## src/rtl/ifft_8_point_seq.sv

```systemverilog
// 8-point inverse FFT: loads 8 bins bit-reversed, runs 12 in-place radix-2 DIT
// butterflies with +j twiddles and per-stage halving, then streams x[0..7].
module ifft_8_point_seq #(
   parameter int N      = 4,
   parameter int C_ISQ2 = 181
) (
   input  logic            clk,
   input  logic            rst,
   input  logic            in_valid,
   output logic            in_ready,
   input  logic [2**N-1:0] in_r,
   input  logic [2**N-1:0] in_i,
   output logic            out_valid,
   input  logic            out_ready,
   output logic [2**N-1:0] out_r,
   output logic [2**N-1:0] out_i,
   output logic            out_last,
   output logic            busy
);
   localparam int W  = 2**N;
   localparam int WE = W + 2;   // twiddle sums/products
   localparam int WS = W + 3;   // butterfly sum before halving
   localparam int WP = WE + 10; // constant multiply

   localparam logic signed [WS-1:0] SAT_MAX = WS'((2**(W-1)) - 1);
   localparam logic signed [WS-1:0] SAT_MIN = WS'(-(2**(W-1)));
   localparam logic signed [WP-1:0] C_FIX   = WP'(C_ISQ2);

   typedef enum logic [1:0] {S_LOAD, S_CALC, S_UNLOAD} state_t;

   state_t                state_q, state_d;
   logic [3:0]            cnt_q, cnt_d;
   logic [2:0]            n_q, n_d;
   logic                  out_valid_q, out_valid_d;
   logic                  out_last_q, out_last_d;
   logic [W-1:0]          out_r_q, out_r_d, out_i_q, out_i_d;
   logic signed [W-1:0]   mem_r_q [8];
   logic signed [W-1:0]   mem_i_q [8];

   logic                  wr_load, wr_bf;
   logic [2:0]            pa, pb;
   logic [1:0]            tw;
   logic signed [WE-1:0]  ar, ai, br, bi, wr, wi;
   logic signed [W-1:0]   sum_r, sum_i, dif_r, dif_i;

   function automatic logic signed [WE-1:0] mul_c(input logic signed [WE-1:0] v);
      logic signed [WP-1:0] prod;
      prod = WP'(v) * C_FIX;
      return WE'(prod >>> 8);
   endfunction

   function automatic logic signed [W-1:0] sat(input logic signed [WS-1:0] v);
      if (v > SAT_MAX) return W'(SAT_MAX);
      if (v < SAT_MIN) return W'(SAT_MIN);
      return W'(v);
   endfunction

   // Butterfly schedule: cnt_q[3:2] is the stage, cnt_q[1:0] the butterfly in it.
   always_comb begin
      // NOTE: every always_comb output gets a default first so no path infers a latch.
      pa = '0;
      pb = '0;
      tw = '0;
      case (cnt_q[3:2])
         2'd0: begin
            pa = {cnt_q[1:0], 1'b0};
            pb = {cnt_q[1:0], 1'b1};
         end
         2'd1: begin
            pa = {cnt_q[1], 1'b0, cnt_q[0]};
            pb = {cnt_q[1], 1'b1, cnt_q[0]};
            tw = {cnt_q[0], 1'b0};
         end
         default: begin
            pa = {1'b0, cnt_q[1:0]};
            pb = {1'b1, cnt_q[1:0]};
            tw = cnt_q[1:0];
         end
      endcase

      ar = WE'(mem_r_q[pa]);
      ai = WE'(mem_i_q[pa]);
      br = WE'(mem_r_q[pb]);
      bi = WE'(mem_i_q[pb]);
      case (tw)
         2'd0:    begin wr = br;                wi = bi;             end
         2'd1:    begin wr = mul_c(br - bi);    wi = mul_c(br + bi); end
         2'd2:    begin wr = -bi;               wi = br;             end
         default: begin wr = mul_c(-br - bi);   wi = mul_c(br - bi); end
      endcase
      sum_r = sat((WS'(ar) + WS'(wr)) >>> 1);
      sum_i = sat((WS'(ai) + WS'(wi)) >>> 1);
      dif_r = sat((WS'(ar) - WS'(wr)) >>> 1);
      dif_i = sat((WS'(ai) - WS'(wi)) >>> 1);
   end

   always_comb begin
      state_d     = state_q;
      cnt_d       = cnt_q;
      n_d         = n_q;
      out_valid_d = out_valid_q;
      out_last_d  = out_last_q;
      out_r_d     = out_r_q;
      out_i_d     = out_i_q;
      wr_load     = 1'b0;
      wr_bf       = 1'b0;
      case (state_q)
         S_LOAD: begin
            if (in_valid) begin
               wr_load = 1'b1;
               cnt_d   = cnt_q + 4'd1;
               if (cnt_q == 4'd7) begin
                  cnt_d   = '0;
                  state_d = S_CALC;
               end
            end
         end
         S_CALC: begin
            wr_bf = 1'b1;
            cnt_d = cnt_q + 4'd1;
            if (cnt_q == 4'd11) begin
               cnt_d   = '0;
               n_d     = '0;
               state_d = S_UNLOAD;
            end
         end
         default: begin
            // First UNLOAD cycle registers x[0]; later ones advance on handshake.
            if (!out_valid_q) begin
               out_valid_d = 1'b1;
               out_r_d     = mem_r_q[n_q];
               out_i_d     = mem_i_q[n_q];
               out_last_d  = (n_q == 3'd7);
            end else if (out_ready) begin
               if (n_q == 3'd7) begin
                  out_valid_d = 1'b0;
                  out_last_d  = 1'b0;
                  state_d     = S_LOAD;
               end else begin
                  n_d        = n_q + 3'd1;
                  out_r_d    = mem_r_q[n_q + 3'd1];
                  out_i_d    = mem_i_q[n_q + 3'd1];
                  out_last_d = (n_q == 3'd6);
               end
            end
         end
      endcase
   end

   always_ff @(posedge clk or negedge rst) begin
      // NOTE: sequential state uses non-blocking assignments so all registers update together.
      if (!rst) begin
         state_q     <= S_LOAD;
         cnt_q       <= '0;
         n_q         <= '0;
         out_valid_q <= 1'b0;
         out_last_q  <= 1'b0;
         out_r_q     <= '0;
         out_i_q     <= '0;
      end else begin
         state_q     <= state_d;
         cnt_q       <= cnt_d;
         n_q         <= n_d;
         out_valid_q <= out_valid_d;
         out_last_q  <= out_last_d;
         out_r_q     <= out_r_d;
         out_i_q     <= out_i_d;
      end
   end

   // NOTE: the register file has no reset; a full frame is always written before it is read.
   always_ff @(posedge clk) begin
      if (wr_load) begin
         mem_r_q[{cnt_q[0], cnt_q[1], cnt_q[2]}] <= in_r;
         mem_i_q[{cnt_q[0], cnt_q[1], cnt_q[2]}] <= in_i;
      end
      if (wr_bf) begin
         mem_r_q[pa] <= sum_r;
         mem_i_q[pa] <= sum_i;
         mem_r_q[pb] <= dif_r;
         mem_i_q[pb] <= dif_i;
      end
   end

   assign in_ready  = (state_q == S_LOAD);
   assign busy      = (state_q != S_LOAD);
   assign out_valid = out_valid_q;
   assign out_last  = out_last_q;
   assign out_r     = out_r_q;
   assign out_i     = out_i_q;
endmodule

```

## config.mk

```make
export PLATFORM = sky130hd
export DESIGN_NAME = ifft_8_point_seq
export DESIGN_NICKNAME = d
export VERILOG_FILES = /design/src/rtl/ifft_8_point_seq.sv
export SDC_FILE = /design/constraint.sdc
export NUM_CORES = 2
export LEC_CHECK = 0
export ABC_AREA = 1
export BUFFER_PORTS_ARGS = -buffer_cell sky130_fd_sc_hd__buf_2
export CAP_MARGIN = 0
export CORE_MARGIN = 1
export CORE_UTILIZATION = 25
export CTS_CLUSTER_DIAMETER = 30
export CTS_CLUSTER_SIZE = 14
export DETAILED_ROUTE_END_ITERATION = 16
export GPL_ROUTABILITY_DRIVEN = 1
export MAX_ROUTING_LAYER = met4
export PLACE_DENSITY = 0.37
export REMOVE_ABC_BUFFERS = 1
export SLEW_MARGIN = 10
export SYNTH_ARGS = -nofsm -noshare
export SYNTH_HDL_FRONTEND = slang
export SYNTH_SLANG_ARGS = --single-unit
```

## constraint.sdc

```tcl
create_clock -name clk -period 14.9 [get_ports clk]
set_input_delay 2.98 -clock clk [delete_from_list [all_inputs] [get_ports clk]]
set_output_delay 2.98 -clock clk [all_outputs]
set_load 0.005 [all_outputs]
```

==> results.sh <==
export IMPL_status="finished, final reports clean"
export IMPL_grt_usage_pct=25.0
export IMPL_syn_inst=5403
export IMPL_antenna_found_initial=2
export IMPL_cts_sinks=299
export IMPL_finalHoldViolCount=0
export IMPL_wl_microns=187000
export IMPL_chipWidth_microns=389
export IMPL_die_y_microns=389
export IMPL_grt_use_met2_pct=39.0
export IMPL_core_sq_um=148000
export IMPL_use_met1_pct=34.0
export IMPL_hp_class="register to register"
export IMPL_h_tree_depth=3
export IMPL_cpMaxStageDelayCell="o21bai_1"
export IMPL_syn_to_final_growth_pct=14.8
export IMPL_skew_ns=0.0373
export IMPL_cts_hold_buf=0
export IMPL_clkLatencyLatePin_ns=0.68
export IMPL_postSynth_asyncResetShare_pct=14.4
export IMPL_tns_ns=0
export IMPL_worst_pin_slew_ns=1.31
export IMPL_grt_pass1_wl_microns=268000
export IMPL_num_vias=38200
export IMPL_grt_max_degree=116
export IMPL_synth_edf_count=256
export IMPL_max_slew_margin_pct=12.6
export IMPL_worst_path_dominant_cell_family="simple AND/OR/NAND/NOR gates"
export IMPL_critical_path_buf_inv_count=8
export IMPL_cpMostUsedCell="nand2_1"
export IMPL_critPathCaptureType="register"
export IMPL_placementRows=141
export IMPL_postRouteAntennaNets=0
export IMPL_post_route_min_period_ns=13.43
export IMPL_ys_seq_area_share_pct=23.5
export IMPL_critPathMaxStageDelay_ns=0.98
export IMPL_first_pass_iters=8
export IMPL_yosys_warnings=0
export IMPL_grt_busiest_layer="met2"
export IMPL_boundaryPins=72
export IMPL_fmax_mhz=74.4
export IMPL_cts_tree="done"
export IMPL_post_cts_buffers=0
export IMPL_clkTransAtPathRegs_ns=0.04
export IMPL_io_buffers=71
export IMPL_gp_congestion=0.889
export IMPL_crit_type="register to register"
export IMPL_finalCritPeriodShare_pct=90.2
export IMPL_cts_root_buffer="clkbuf_16"
export IMPL_worstPathArrival_ns=13.96
export IMPL_startpoint_type="register"
export IMPL_reg2reg_slack_ns=1.47
export IMPL_drive_gt1_share_pct=7.78
export IMPL_cap_violations=0
export IMPL_die_area_sq_um=151000
export IMPL_routedWlPerCell_microns=25.5
export IMPL_via_per_inst=5.21
export IMPL_ctsResizeCount=0
export IMPL_synthFlopType="edfxtp_1"
export IMPL_cts_buffers=88
export IMPL_route_detailed_drc=0
export IMPL_place_hpwl_microns=131000
export IMPL_synth_seq_cells=299
export IMPL_final_nets=5832
export IMPL_avgSynthCellArea_sq_um=6.92
export IMPL_initial_core_util_pct=25.2
export IMPL_fillers=16300
export IMPL_rsz0062_at_grt="no"
export IMPL_grt_pass1_vias=36700
export IMPL_grt_overflow_total=0
export IMPL_drv_slew=0
export IMPL_clk_path_buf_depth=3
export IMPL_synthDistinctLibCells=61
export IMPL_setup_viol=0
export IMPL_grtUsageMet3_pct=2.19
export IMPL_cp_required_ns=15.43
export IMPL_drtIter0Drc=4199
export IMPL_crit_fanout=82
export IMPL_syn_area_sq_um=37400
[registers in the layout (all words and copies together), names as in the netlist]
name and cells:
mem_r_q 128, out_i 16, mem_i_q 128, out_last 1, n_q 3, out_r 16
state_q 2, cnt_q 4, out_valid 1
[metrics by stage]
stage	area (sq um)	util, %	hold WS, ns	setup WS, ns	instances
3_3_place_gp	39700	26.8	0.474	1.78	7164
5_1_grt	42900	29.0	0.531	0.608	7328
2_1_floorplan	36100	-	0.474	3.65	5086
3_5_place_dp	39700	26.8	0.469	1.74	7164
4_1_cts	42900	29.0	0.489	1.67	7328
6_report	42900	29.0	0.485	1.47	7329
[layer usage]
| layer | vias up | wire, microns |
|---|---|---|
| met4 | 0 | 6740 |
| met1 | 18400 | 85600 |
| li1 | 18000 | - |
| met2 | 1467 | 84300 |
| met5 | - | 0 |
| met3 | 344 | 10500 |
[kinds of logic (layout without fill, tap and decap cells)]
kind of cell / count (synthesis) / count (layout) / synth area share, %
AO/OA/AOI/OAI: 1405 / 1405 / 20.8
buffers and inverters: 1080 / 1075 / 11.0
flip-flops: 299 / 299 / 23.5
AND/OR/NAND/NOR: 2010 / 2010 / 23.0
XOR/XNOR: 137 / 137 / 3.23
adder cells (fa/ha/maj): 472 / 472 / 18.6
other: 0 / 1 / 0
[layout by cell type (no fill, tap or decap), types with 15 or more instances in the layout]
cell type,count
nand2_1,1105
inv_1,734
nand3_1,560
a21oi_1,552
o21ai_0,550
ha_1,333
edfxtp_1,256
nor2_1,190
fa_1,137
xor2_1,121
clkbuf_16,90
buf_4,77
o211ai_1,74
buf_2,70
a31oi_1,42
dfrtp_1,39
nor3_1,37
or2_2,35
nand4_1,27
o21ai_1,23
o21bai_1,23
o21ai_2,22
a21boi_0,22
inv_2,20
bufinv_16,20
o221ai_1,15
xnor2_1,15
[path summary, 6_finish.rpt]
kind                          start              to  depth (start not counted)
max in group asynchronous       rst          n_q[0]                          1
min                        out_last        out_last                          1
max reg2reg                cnt_q[3]  mem_i_q[3][13]                         51
min in group asynchronous       rst        out_i[3]                          1
max                        cnt_q[3]  mem_i_q[3][13]                         51
min reg2reg                out_last        out_last                          1
[final cells by class]
| type | count | area (sq um) | area share [%] |
|---|---|---|---|
| flip-flops and latches | 299 | 8770 | 20.4 |
| inverters | 763 | 2880 | 6.70 |
| well taps | 1930 | 2410 | 5.63 |
| multi-input cells | 4024 | 24700 | 57.5 |
| clock inverters | 56 | 851 | 1.98 |
| diodes | 1 | 2.50 | 0.00583 |
| repair buffers | 148 | 948 | 2.21 |
| clock buffers | 108 | 2360 | 5.50 |
[Yosys cell counts, drive strengths merged, types with 23 or more instances]
library cell	number	share of area [%]
a21boi	23	0.46
a21oi	557	7.5
a31oi	42	0.70
buf	71	0.86
clkbuf	246	2.5
dfrtp	43	2.9
edfxtp	256	21
fa	137	7.3
ha	335	11
inv	752	7.6
nand2	1114	11
nand3	561	7.5
nand4	27	0.45
nor2	203	2.1
nor3	40	0.57
o211ai	74	1.5
o21ai	603	8.3
o21bai	23	0.46
or2	37	0.62
xor2	122	2.9
Power is left out: the tool's default activity adds up to more than one toggle a clock period on the data nets, which glitch-free logic cannot reach.
